File: config.mk
export PLATFORM = sky130hd
export DESIGN_NAME = pico_seq_decoder
export DESIGN_NICKNAME = d
export VERILOG_FILES = /design/src/rtl/pico_seq_decoder.sv
export SDC_FILE = /design/constraint.sdc
export NUM_CORES = 1
export LEC_CHECK = 0
export CAP_MARGIN = 20
export CORE_UTILIZATION = 40
export CTS_BUF_LIST = sky130_fd_sc_hd__clkbuf_4
export DETAILED_ROUTE_END_ITERATION = 16
export DONT_BUFFER_PORTS = 1
export GPL_TIMING_DRIVEN = 0
export SETUP_SLACK_MARGIN = 0.2
export SLEW_MARGIN = 20
export SYNTH_ARGS = -nofsm -noshare
export SYNTH_HDL_FRONTEND = slang
export SYNTH_SLANG_ARGS = --single-unit
File: constraint.sdc
create_clock -name clk -period 2.7 [get_ports clk]
set_input_delay 0.405 -clock clk [delete_from_list [all_inputs] [get_ports clk]]
set_output_delay 0.405 -clock clk [all_outputs]
set_load 0.02 [all_outputs]
File: src/rtl/pico_seq_decoder.sv
// pico_seq_decoder
//
// Control decoder for a small sequential CPU. It decodes the opcode and
// drives program-counter, ALU and register-file write controls. Multi-cycle
// instructions (MULTI, IO waits) and the post-branch bubble are handled by a
// four-state FSM (RUN, MUL, IOW, BR).
//
// Ports
//   clk          in   system clock, all state updates on the rising edge
//   n_reset      in   synchronous active-low reset
//   opcode       in   [OPW-1:0] current instruction opcode
//   flags        in   [3:0] ALU flags: [0]=Z, [1]=C, [2]=V, [3]=N
//   ready        in   IO handshake level, already synchronous to clk
//   PCincr       out  advance PC by one
//   PCabsbranch  out  load PC from the branch target
//   ALUfunc      out  [ALUW-1:0] ALU function, the low opcode bits
//   imm          out  ALU B operand comes from the immediate field
//   immsw        out  write-back data comes from the immediate field
//   w            out  register-file write enable
//   busy         out  FSM is outside RUN
//   io_timeout   out  one-cycle pulse when an IO wait gives up
//   illegal      out  one-cycle pulse for an unknown opcode in RUN
//
// IO handshake: ready is a level, not a valid/ready transfer. IO1 completes
// in the first cycle where ready=1, IO2 in the first cycle where ready=0.
// The upstream fetch holds opcode stable for as long as busy=1, except in
// BR, where the opcode is ignored altogether.

module pico_seq_decoder #(
  parameter int OPW        = 6,
  parameter int ALUW       = 3,
  parameter int MUL_CYCLES = 3,
  parameter int IO_TIMEOUT = 255,
  parameter int BR_BUBBLE  = 1
) (
  input  logic            clk,
  input  logic            n_reset,
  input  logic [OPW-1:0]  opcode,
  input  logic [3:0]      flags,
  input  logic            ready,
  output logic            PCincr,
  output logic            PCabsbranch,
  output logic [ALUW-1:0] ALUfunc,
  output logic            imm,
  output logic            immsw,
  output logic            w,
  output logic            busy,
  output logic            io_timeout,
  output logic            illegal
);

  // Opcode encodings, zero-extended to OPW.
  localparam logic [OPW-1:0] OP_NOP   = OPW'(6'h00);
  localparam logic [OPW-1:0] OP_ADD   = OPW'(6'h02);
  localparam logic [OPW-1:0] OP_ADDI  = OPW'(6'h0A);
  localparam logic [OPW-1:0] OP_MULTI = OPW'(6'h0C);
  localparam logic [OPW-1:0] OP_LDI   = OPW'(6'h10);
  localparam logic [OPW-1:0] OP_IO1   = OPW'(6'h20);
  localparam logic [OPW-1:0] OP_IO2   = OPW'(6'h21);
  localparam logic [OPW-1:0] OP_J     = OPW'(6'h30);
  localparam logic [OPW-1:0] OP_BZ    = OPW'(6'h31);
  localparam logic [OPW-1:0] OP_BNZ   = OPW'(6'h32);

  // The RUN cycle of a MULTI is the first of MUL_CYCLES, and the final MUL
  // cycle is the one where mcnt reaches zero, hence the "-2".
  localparam logic [3:0]  MCNT_LOAD = 4'(MUL_CYCLES - 2);
  // Last IOW count before giving up; unused when IO_TIMEOUT is 0.
  localparam logic [15:0] IO_LAST   = 16'(IO_TIMEOUT - 1);

  typedef enum logic [1:0] {
    ST_RUN = 2'd0,
    ST_MUL = 2'd1,
    ST_IOW = 2'd2,
    ST_BR  = 2'd3
  } state_t;

  state_t      state_q, state_d;
  logic [3:0]  mcnt_q, mcnt_d;
  logic [15:0] iocnt_q, iocnt_d;

  // Per-cycle helpers.
  logic io_cond;   // IO completion condition for the current opcode
  logic take_br;   // a branch in RUN is taken this cycle

  // ---------------------------------------------------------------------
  // State register
  // ---------------------------------------------------------------------
  always_ff @(posedge clk) begin
    if (!n_reset) begin
      state_q <= ST_RUN;
      mcnt_q  <= 4'd0;
      iocnt_q <= 16'd0;
    end else begin
      state_q <= state_d;
      mcnt_q  <= mcnt_d;
      iocnt_q <= iocnt_d;
    end
  end

  // ---------------------------------------------------------------------
  // Next state and outputs
  // ---------------------------------------------------------------------
  always_comb begin
    state_d     = state_q;
    mcnt_d      = mcnt_q;
    iocnt_d     = iocnt_q;
    PCincr      = 1'b0;
    PCabsbranch = 1'b0;
    ALUfunc     = opcode[ALUW-1:0];
    imm         = 1'b0;
    immsw       = 1'b0;
    w           = 1'b0;
    io_timeout  = 1'b0;
    illegal     = 1'b0;
    busy        = (state_q != ST_RUN);
    take_br     = 1'b0;
    io_cond     = (opcode == OP_IO1) ? ready : !ready;

    case (state_q)
      ST_RUN: begin
        PCincr = 1'b1;
        case (opcode)
          OP_NOP: ;
          OP_ADD: w = 1'b1;
          OP_ADDI: begin
            w   = 1'b1;
            imm = 1'b1;
          end
          OP_LDI: begin
            w     = 1'b1;
            immsw = 1'b1;
          end
          OP_MULTI: begin
            imm = 1'b1;
            if (MUL_CYCLES == 1) begin
              w = 1'b1;
            end else begin
              PCincr  = 1'b0;
              mcnt_d  = MCNT_LOAD;
              state_d = ST_MUL;
            end
          end
          OP_IO1, OP_IO2: begin
            // Already satisfied: complete in one cycle without waiting.
            if (!io_cond) begin
              PCincr  = 1'b0;
              iocnt_d = 16'd0;
              state_d = ST_IOW;
            end
          end
          OP_J:    take_br = 1'b1;
          OP_BZ:   take_br = flags[0];
          OP_BNZ:  take_br = !flags[0];
          default: illegal = 1'b1;
        endcase

        if (take_br) begin
          PCincr      = 1'b0;
          PCabsbranch = 1'b1;
          if (BR_BUBBLE != 0) state_d = ST_BR;
        end
      end

      ST_MUL: begin
        imm = 1'b1;
        if (mcnt_q != 4'd0) begin
          mcnt_d = mcnt_q - 4'd1;
        end else begin
          w       = 1'b1;
          PCincr  = 1'b1;
          state_d = ST_RUN;
        end
      end

      ST_IOW: begin
        // Completion is checked first so it wins over a coincident timeout.
        if (io_cond) begin
          PCincr  = 1'b1;
          state_d = ST_RUN;
        end else if ((IO_TIMEOUT != 0) && (iocnt_q == IO_LAST)) begin
          PCincr     = 1'b1;
          io_timeout = 1'b1;
          state_d    = ST_RUN;
        end else begin
          iocnt_d = iocnt_q + 16'd1;
        end
      end

      ST_BR: begin
        // Bubble: all controls inert, opcode ignored.
        state_d = ST_RUN;
      end

      default: state_d = ST_RUN;
    endcase

    // While reset is held, the outputs are forced inert regardless of
    // state. The register itself is cleared at the next edge.
    if (!n_reset) begin
      PCincr      = 1'b0;
      PCabsbranch = 1'b0;
      ALUfunc     = '0;
      imm         = 1'b0;
      immsw       = 1'b0;
      w           = 1'b0;
      io_timeout  = 1'b0;
      illegal     = 1'b0;
      busy        = 1'b0;
    end
  end

  // A cycle can never both increment and branch.
  pc_mutex_a: assert property (@(posedge clk) !(PCincr && PCabsbranch));

endmodule

==> metrics.yaml <==
run_status:
  status: "finished clean"
routing:
  post_drt_wl_per_cell_um: 14.2
  drtIter0Drc: 66
  wl_met2_mm: 1.61
  drt_pre_antenna_iters: 4
  antenna_left: 0
  wl_met1_mm: 1.52
  wl_met3_um: 154
  vias_per_cell: 5.82
  vias: 1357
  routed_wl_mm: 3.31
  top_layer_used: "met4"
  drcViolationCount: 0
critical_path:
  cp_data_arrival_time_ns: 1.99
  critPathBufInv: 1
  cp_cell_sequence: "buf_2 > or4_1 > nor2_1 > mux2i_1 > nand2b_1 > and4_1"
  cpLargestDelayFamily: "simple AND/OR/NAND/NOR gates"
  cp.required_ns: 2.30
  cp-start-kind: "input pin"
  cpPeakStageDelay_ns: 0.53
  crit_start: "opcode[0]"
  worst_path_max_delay_cell: "or4_1"
  timing.rr.start: "state_q[1]$_SDFFE_PN0P_"
  crit_type: "in2out"
  critPathMaxFanout: 9
  crit_end: "PCincr"
  reg2regPathDepth: 5
  rrSetupSlack_ns: 0.64
  end_kind: "output pin"
  timing.rr.end: "iocnt_q[9]$_SDFFE_PN0P_"
  cp.depth: 6
timing:
  finalSetupTns_ns: 0
  relSlewSlack_pct: 56.2
  timing.final.hold_violations: 0
  timing.final.ws_setup_ns: 0.301
  slew_viol_final: 0
  max_freq_ghz: 0.417
  rsz0062_at_grt: "false"
  period_needed_ns: 2.40
  fin_worst_skew_ns: 0.0153
  tightest_slew_ns: 0.650
  setup_viol: 0
  period_share_pct: 88.8
power_and_ir_drop:
  ir_drop_mv: 0.275
  total_power_mw: 0.646
  leakage_nw: 0.548
  cellPowerDensity_mw_per_mm2: 412
clocking:
  worstSkewPairLatency_ns: 0.31
  cts-buffers-inserted: 3
  clkTransAtPathRegs_ns: 0.13
  ctsLongestPathBuffers: 2
  ctsHoldBuffers: 0
  cts-root-buf: "clkbuf_4"
  clock_sinks: 22
  cts_resized: 0
  tritoncts: "done"
  cts.htree.levels: 1
  post_cts_buffers: 0
flow_run:
  maxCapViolations: 0
die:
  initial_core_util_pct: 42.4
  die-area_mm2: 0.00387
  ioPinCount: 24
  num_rows: 21
  fp.dieW_um: 62.2
  die_h_um: 62.2
  core_area_mm2: 0.00342
logic_synthesis:
  synth_top_cell_area_share_pct: 30.4
  yosys.area_share.simple_pct: 37.7
  synth_edf_count: 0
  syn_nets: 199
  synth_top_family_by_area: "simple AND/OR/NAND/NOR gates"
  yosys.area.top_type: "dfxtp_1"
  ys.flop_type: "dfxtp_1"
  synth.area.top_cells: "dfxtp_1, nand2_1, or3_1, a21oi_1, nor2_1"
  synth_warnings: 0
  avgSynthCellArea_um2: 7.92
  synth.distinct_cells: 45
  async_flop_share_pct: 0
  synth-compound-area-share_pct: 18.7
  syn-instance-count: 183
  yosysSeqAreaShare_pct: 30.4
  post_synth_fa_ha_maj_area_fraction_pct: 2.59
  synth.cell_area_mm2: 0.00145
  synth.area.mux_share_pct: 2.85
  synthXorXnorAreaFrac_pct: 4.23
  synth_seq_cells: 22
global_route:
  grt_max_degree: 14
  antenna_found_initial: 0
  grt_first_pass_wirelength_mm: 5.83
  grt_pass1_vias: 1300
  grt_usage_pct: 18.3
  grt-ovfl-total: 0
final_layout:
  fin_cells: 233
  fin_nets: 204
  syn_to_final_growth_pct: 8.29
  mostFrequentLayoutCell: "nand2_1"
  num_antenna_cells: 0
  final_cell_mix: "nand2_1, dfxtp_1, nor2_1, a21oi_1, or3_1"
  multi_input_area_um2: 968
  nFillCells: 361
  drive_above_1_share_pct: 8.02
  seq_area_um2: 440
place:
  io_buffer_count: 0
  place_ws_ns: 0.254
  gp_congestion: 0.854
  dpl.hpwl_mm: 2.54
  dpl.cell_count: 229
min_path:
  hp-class: "in2reg"
  holdPathStages: 2
[synthesized netlist by cell type, types with 4 or more instances]
library cell	number
nor2_1	12
nand3_1	4
or3_1	9
dfxtp_1	22
o21ai_0	4
nor3_1	4
inv_1	5
and2_1	7
nand2_1	23
or4_1	6
nand4_1	4
clkbuf_1	4
o211ai_1	4
nand2b_1	4
nor3b_1	5
a21oi_1	10
and3_1	6
xor2_1	5
o21ai_1	6
[power breakdown]
part / total (mW) / internal (mW) / switching (mW)
Sequential: 0.327 / 0.326 / 0.00154
Clock: 0.253 / 0.150 / 0.102
Combinational: 0.0658 / 0.0218 / 0.0441
[kinds of logic after synthesis]
group / count (synthesis)
mux: 4
simple gates: 96
xor+xnor: 7
buf+inv: 11
flops: 22
fa+ha+maj: 3
compound gates: 40
[routing by layer]
layer	up-vias	track usage [%]
li1	686	-
met1	637	23.2
met2	32	31.9
met3	2	3.31
met4	0	4.36
met5	-	0
[worst min-delay path by stage]
stage,startpoint,end,slack (ns)
2_1_floorplan,iocnt_q[8]$_SDFFE_PN0P_,iocnt_q[8]$_SDFFE_PN0P_,0.46
3_3_place_gp,iocnt_q[15]$_SDFFE_PN0P_,iocnt_q[15]$_SDFFE_PN0P_,0.48
3_5_place_dp,iocnt_q[13]$_SDFFE_PN0P_,iocnt_q[13]$_SDFFE_PN0P_,0.50
4_1_cts,opcode[5],state_q[1]$_SDFFE_PN0P_,0.25
5_1_grt,opcode[5],state_q[1]$_SDFFE_PN0P_,0.23
6_report,opcode[5],state_q[1]$_SDFFE_PN0P_,0.25
[metrics by stage]
stage	area [um^2]	hold WS, ns	util, %
2_1_floorplan	1450	0.461	-
4_1_cts	1560	0.249	45.6
5_1_grt	1570	0.233	45.9
6_report	1570	0.254	45.9
3_5_place_dp	1510	0.498	44.1
3_3_place_gp	1510	0.476	44.1
[sequential cells by signal (all words and copies together), names as in the netlist]
signal	cells
iocnt_q	16
state_q	2
mcnt_q	4
[final cells by class]
class | count | area share [%]
well taps | 46 | 3.67
multi-input cells | 150 | 61.7
plain buffers | 6 | 1.99
flip-flops and latches | 22 | 28.1
clock buffers | 3 | 1.44
inverters | 5 | 1.20
clock inverters | 1 | 1.91
Power figures use the tool's default switching activity.
